<file path="config.mk">
export PLATFORM = sky130hd
export DESIGN_NAME = rf_wb_arbiter
export DESIGN_NICKNAME = d
export VERILOG_FILES = /design/src/rtl/rf_wb_arbiter.sv
export SDC_FILE = /design/constraint.sdc
export NUM_CORES = 1
export LEC_CHECK = 0
export CAP_MARGIN = 0
export CORE_MARGIN = 2
export CORE_UTILIZATION = 30
export DETAILED_ROUTE_END_ITERATION = 7
export SYNTH_ARGS = -nofsm -noshare
export SYNTH_HDL_FRONTEND = slang
export SYNTH_SLANG_ARGS = --single-unit
</file>
<file path="constraint.sdc">
create_clock -name clk -period 1.4 [get_ports clk]
set_input_delay 0.21 -clock clk [delete_from_list [all_inputs] [get_ports clk]]
set_output_delay 0.21 -clock clk [all_outputs]
set_load 0.02 [all_outputs]
</file>
<file path="src/rtl/rf_wb_arbiter.sv">
// Writeback arbiter for the register file's single write port: round-robin between ALU and MEM,
// registered write stage, busy scoreboard and read-after-write hazard flags.
module rf_wb_arbiter #(
  parameter int BUS_WIDTH   = 16,
  parameter bit FIRST_GRANT = 1'b0
) (
  input  logic                 clk,
  input  logic                 rst_n,
  input  logic                 aluValid,
  input  logic [2:0]           aluRd,
  input  logic [BUS_WIDTH-1:0] aluData,
  output logic                 aluReady,
  input  logic                 memValid,
  input  logic [2:0]           memRd,
  input  logic [BUS_WIDTH-1:0] memData,
  output logic                 memReady,
  output logic                 regWrite,
  output logic [2:0]           rd,
  output logic [BUS_WIDTH-1:0] D,
  input  logic                 issueValid,
  input  logic [2:0]           issueRd,
  output logic                 issueReady,
  input  logic [2:0]           rsA,
  input  logic [2:0]           rsB,
  output logic                 hazardA,
  output logic                 hazardB,
  output logic [7:0]           busyVec
);

  logic                 r_ptr;
  logic                 r_regWrite;
  logic [2:0]           r_rd;
  logic [BUS_WIDTH-1:0] r_D;
  logic [7:0]           r_busy;

  logic                 w_aluWins;
  logic                 w_grant;
  logic [2:0]           w_gRd;
  logic [BUS_WIDTH-1:0] w_gData;
  logic [7:0]           w_setMask;
  logic [7:0]           w_clrMask;

  // Readies are forced low while reset is asserted so no transfer can be seen during reset.
  always_comb begin
    w_aluWins  = aluValid && (!memValid || (r_ptr == 1'b0));
    aluReady   = rst_n && w_aluWins;
    memReady   = rst_n && memValid && !w_aluWins;
    w_grant    = aluReady || memReady;
    w_gRd      = aluReady ? aluRd : memRd;
    w_gData    = aluReady ? aluData : memData;
    issueReady = rst_n && issueValid && ((issueRd == 3'd0) || !r_busy[issueRd]);
    w_setMask  = 8'd0;
    w_clrMask  = 8'd0;
    if (issueReady && (issueRd != 3'd0)) begin
      w_setMask = 8'd1 << issueRd;
    end
    if (w_grant) begin
      w_clrMask = 8'd1 << w_gRd;
    end
  end

  // Register 0 grants are consumed without touching the write port; rd/D hold otherwise.
  always_ff @(posedge clk or negedge rst_n) begin
    if (!rst_n) begin
      r_ptr      <= FIRST_GRANT;
      r_regWrite <= 1'b0;
      r_rd       <= 3'd0;
      r_D        <= '0;
      r_busy     <= 8'd0;
    end else begin
      r_regWrite <= w_grant && (w_gRd != 3'd0);
      if (w_grant) begin
        r_ptr <= aluReady;
      end
      if (w_grant && (w_gRd != 3'd0)) begin
        r_rd <= w_gRd;
        r_D  <= w_gData;
      end
      r_busy <= ((r_busy | w_setMask) & ~w_clrMask) & 8'hFE;
    end
  end

  // A register stays hazardous through the cycle its write sits on the port.
  always_comb begin
    hazardA = (rsA != 3'd0) && (r_busy[rsA] || (r_regWrite && (r_rd == rsA)));
    hazardB = (rsB != 3'd0) && (r_busy[rsB] || (r_regWrite && (r_rd == rsB)));
  end

  assign regWrite = r_regWrite;
  assign rd       = r_rd;
  assign D        = r_D;
  assign busyVec  = r_busy;

endmodule
</file>
==> Word level (Yosys, flattened, before mapping) <==
Index checks and enable logic that the tools add are counted.
{ "totals": {"register_bits": 28, "in_bits": 52, "output_inout_bits": 33} }
{ "classes": {"n_lt_le_gt_ge": 3, "n_eq_ne": 2, "shifts": 2, "mux": 10, "bitwise_logic": 4, "reduce_logical": 25} }
{ "ops": {"columns": ["operator", "n"], "rows": [
  ["2-to-1 mux 16 bit", 1],
  ["2-to-1 mux 8 bit", 2],
  ["<< shifter 1 x 3 -> 8 bit, first input constant", 2],
  ["logical AND 1 bit", 12],
  ["< comparator 3 x 4 -> 1 bit, second input constant", 3],
  ["nonzero test 3 bit", 4],
  ["binary-select mux 1 bit (select 3 bit)", 3],
  ["AND 8 bit", 1],
  ["NOT 8 bit", 1],
  ["OR 8 bit", 1],
  ["== test 3 bit", 2],
  ["logical OR 1 bit", 5],
  ["zero test 1 bit", 3],
  ["zero test 3 bit", 1],
  ["2-to-1 mux 1 bit", 3],
  ["2-to-1 mux 3 bit", 1],
  ["NOT 1 bit", 1]
]} }

==> Logic depth before layout (Yosys ltp) <==
{ "logic_depth": {"ltp_word": 9, "mapped_depth": 6} }

==> Least setup slack after synthesis <==
Ideal clock, no wire load.
{ "synth_timing": {"path_type": "input to output", "start": "in issueRd[0]", "end": "out issueReady", "arrival_ps": 1578, "t_required_ps": 1190, "path_slack_ps": -388, "path_stages": 3, "path_buffers": 1, "path_cell_list": "clkbuf_1 -> mux4_2 -> a211oi_1"} }
{ "synth_between": {"elab_chain_cells": 5, "elab_cells_between_ends": 6, "classes_between": "mux: 2; reduce/logical: 4"} }
{ "synth_rtl": {"columns": ["element", "line", "rtl"], "rows": [
  ["start, declared", "21", "input logic [2:0] issueRd,"],
  ["binary-select mux 1 bit (select 3 bit)", "51", "issueReady = rst_n && issueValid && ((issueRd == 3'd0) || !r_busy[issueRd]);"],
  ["2-to-1 mux 1 bit (implied by the code)", "51", null],
  ["zero test 1 bit", "51", null],
  ["logical OR 1 bit (*)", "51", null],
  ["logical AND 1 bit (*)", "51", null],
  ["end, declared", "22", "output logic issueReady,"]
]} }
Every way passes the cells marked *; elsewhere a longest branch is shown, timed or not. The select of a mux whose other input is x is not followed.

==> Final worst setup path <==
{ "layout_timing": {"start": "reg r_busy[7], in the netlist busyVec[7]", "end": "out issueReady"} }
{ "layout_between": {"elab_chain_cells": 5} }
{ "layout_rtl": {"columns": ["element", "line", "rtl"], "rows": [
  ["start, declared", "34", "logic [7:0] r_busy;"],
  ["start signal, assigned", "79", "r_busy <= ((r_busy | w_setMask) & ~w_clrMask) & 8'hFE;"],
  ["binary-select mux 1 bit (select 3 bit)", "51", null],
  ["2-to-1 mux 1 bit (implied by the code)", "51", null],
  ["zero test 1 bit", "51", null],
  ["logical OR 1 bit", "51", null],
  ["logical AND 1 bit", "51", null]
]} }
No other way between the ends. The select of a mux whose other input is x is not followed.

==> results.md <==
- Area fraction of the dominant cell type after synthesis: 0.392
- Area added between synthesis and finish: 84.9%
- Final antenna diode count: 0
- Maximum net fanout on the critical path: 2
- Total wire length: a little under 5000 µm
- Instance area after placement: 2960 µm²
- Number of synthesized register bits: 28
- Share of the yosys chip area belonging to registers: 0.392
- Clock transition at the register clock pins on the worst setup and hold paths after CTS: approximately 0.090 ns
- Gr ovfl total: 0
- Fill cell count: 522
- Max Buffers Root-to-Sink: 2
- H-Tree Level Count: 1
- Ratio of cells with drive above 1 in the final layout: 0.441
- Required time of the worst setup path: ~1.2 ns
- Final-layout worst hold slack: 0.0105 ns
- Antenna violations before repair: 0
- Final Critical Period: about 1.8 ns
- Leakage power: ~1.5 nW
- Count of flip-flops with a built-in enable after synthesis: 0
- Number of warnings reported in the yosys synthesis log: 0
- Fin area: 3310 µm²
- CTS Root Cell: sky130_fd_sc_hd__clkbuf_8
- Smallest setup slack after layout: -0.359 ns
- Placement row count: 28
- Total iterations of the first detailed-routing run: 5
- CTS Sinks: 28
- Failing checks: negative setup slack
- Number of buffers created by CTS: 3
- Setup Slack @ Placement: -0.987 ns
- Dominant cell type by area after synthesis: sky130_fd_sc_hd__dfrtp_1
- Post-synthesis instance area: about 1800 µm²
- Unrepaired setup endpoints after global routing: yes
- Total of buffers placed on input and output ports: 83
- Antenna Violating Nets Remaining: 0
- Number of failing hold endpoints at the final stage: 0
- Placer's final routability congestion estimate: just over 0.9
- FFs w/ async S/R, synth: 1.00
- Met1 Routed Length: around 2200 µm
- First-pass GRT wire length: 7840 µm
- Vias: between 1,500 and 2,000
- Clock tree from TritonCTS: yes
- Count of mapped cells out of synthesis: about 150
- Top library cells by usage in the layout, fill and taps aside: 42 x sky130_fd_sc_hd__clkdlybuf4s50_1, 37 x sky130_fd_sc_hd__buf_4, 29 x sky130_fd_sc_hd__dlygate4sd2_1
- Worst-Skew Late Latency: 0.27 ns
- Final core utilization: 0.565
- Most common flop cell mapped by yosys: sky130_fd_sc_hd__dfrtp_1
- Post-route DRC violation count: 0
- Die outline area: between 6000 and 7000 µm²
- Largest net degree at the start of global routing: 18
- Post-Syn Nets: 206
- Share of the clock period used by the worst path: 1.26
- Max_cap viols: 0
- DPL Wire Length: ~3800 µm
- Most common cell after layout, fill and taps aside: sky130_fd_sc_hd__clkdlybuf4s50_1
- Detail Route met2 WL: ~2400 µm
- Pin slew with the least headroom to its limit: 0.746 ns
- Length of routed met3 wiring: 311 µm
- Peak supply drop: around 460 µV
- Critical path capture point type: primary output
- Max layer used: met4
- Max-slew headroom at the worst pin: 0.503
- Ports: 85
- Run status: finished with violations
- Effective utilization at floorplan: 0.306
- Element type at the critical path start: flip-flop
- Slew Viols, Final: 0
- Via count of the first global-routing pass: approximately 1,600
- Clock Skews: between 0.003 and 0.004 ns
- Number of setup violations in the final report: 30
- Vias per cell: around 4.7
- Floorplan core area: 5850 µm²
- Setup slack on the worst flop-to-flop path: -0.22 ns
- Critical Path AT: 1.55 ns
- Area contributors post-synth: sky130_fd_sc_hd__dfrtp_1 39%, sky130_fd_sc_hd__mux2_2 17%, sky130_fd_sc_hd__mux2_4 8.4%, sky130_fd_sc_hd__mux2i_1 4.5%, sky130_fd_sc_hd__a31oi_1 3.1%
- Final Net Count: about 340
- Die width: just over 80 µm
- Mean cell area of the mapped netlist: 11.6 µm²
- Y dimension of the die: 81.2 µm
- Count of routing violations after the opening detailed-route iteration: 64
- Final routed wire length divided by cell count: between 10 and 15 µm
- HP Class: primary input to asynchronous set/reset pin
- Category of the critical setup timing path: flip-flop to primary output
- Count of cell types in the netlist: 39
- Timing-limited maximum frequency: between 0.5 and 0.6 GHz
- Pwr dens: 1060 nW/µm²
- Global routing usage summed across all routing layers: 0.153
[where the power goes]
group          internal (mW)  total [mW]  switching (mW)
Combinational           1.05        1.88           0.829
Sequential             0.998        1.12           0.126
Clock                  0.252       0.497           0.246
Total                   2.30        3.50            1.20
[final timing paths]
| kind | from | endpoint | depth (start not counted) |
|---|---|---|---|
| min reg2reg | D[13]$_DFFE_PN0P_ | D[13]$_DFFE_PN0P_ | 1 |
| max | busyVec[7]$_DFF_PN0_ | issueReady | 3 |
| max reg2reg | r_ptr$_DFFE_PN0P_ | busyVec[1]$_DFF_PN0_ | 6 |
| min | rst_n | r_ptr$_DFFE_PN0P_ | 3 |
| max in group asynchronous | rst_n | D[14]$_DFFE_PN0P_ | 3 |
| min in group clk | memValid | r_ptr$_DFFE_PN0P_ | 3 |
[worst max-delay path: stages (launching register included)]
cell,delay (ns)
sky130_fd_sc_hd__dfrtp_1,0.41
sky130_fd_sc_hd__mux4_2,0.51
sky130_fd_sc_hd__a211oi_4,0.22
sky130_fd_sc_hd__buf_6,0.14
[registers in the layout (all words and copies together) (netlist names)]
register / cells
rd: 3
r_ptr: 1
busyVec: 7
D: 16
regWrite: 1
[routing by layer]
| layer | track usage | vias to the layer above |
|---|---|---|
| met5 | 0 | - |
| met4 | 0.0203 | 0 |
| met3 | 0.0322 | 2 |
| met2 | 0.255 | 54 |
| met1 | 0.209 | 800 |
| li1 | - | 830 |
[area by class of cell]
class | count | area [µm²] | share of cell area
clock buffer | 4 | 55.1 | 0.0166
inverter | 8 | 32.5 | 0.00983
multi-input combinational | 108 | 1130 | 0.341
sequential | 28 | 701 | 0.212
tap | 75 | 93.8 | 0.0284
timing repair buffer | 138 | 1300 | 0.393
[stage by stage]
stage,instances,setup TNS (ns),power (mW)
floorplan,154,-2.48,1.98
global placement,341,-16.80,2.86
detailed placement,341,-17.36,2.88
CTS,360,-6.68,3.51
global route,361,-6.65,3.72
finish,361,-4.67,3.50
[synth_stat cells (2+ instances only)]
cell                       number
sky130_fd_sc_hd__dfrtp_1       28
sky130_fd_sc_hd__mux2_2        27
sky130_fd_sc_hd__a31oi_1        9
sky130_fd_sc_hd__nand3_1        5
sky130_fd_sc_hd__o32a_1         3
sky130_fd_sc_hd__nor3_1         3
sky130_fd_sc_hd__mux2_4        10
sky130_fd_sc_hd__mux2i_1        8
sky130_fd_sc_hd__nand2_1        6
sky130_fd_sc_hd__nand4_1        2
sky130_fd_sc_hd__a21oi_1        5
sky130_fd_sc_hd__nor2_1         5
sky130_fd_sc_hd__inv_1          7
sky130_fd_sc_hd__buf_4          2
sky130_fd_sc_hd__xnor2_1        6
sky130_fd_sc_hd__clkbuf_1       5
[repair_timing]
item | 4_1_cts | 5_1_grt
pin swaps | 12 | 15
hold endpoints to repair | 17 | 0
cloned | 2 | 0
setup endpoints to repair | 58 | 53
setup buffers | 12 | 6
resized for setup | 103 | 27
hold buffers | 1 | 0
[cells by family (layout without fill, tap and decap cells)]
family	Yosys count	count (layout)	share of synthesized area
AOI/OAI and AO/OA	26	26	0.104
xor gates and xnor gates	6	6	0.0294
buffers and inverters	18	150	0.0559
DFF	28	28	0.392
muxes	47	47	0.324
other	1	1	0.00210
and+or+nand+nor	28	28	0.0930
No activity file was read; power rests on OpenSTA's default activity.
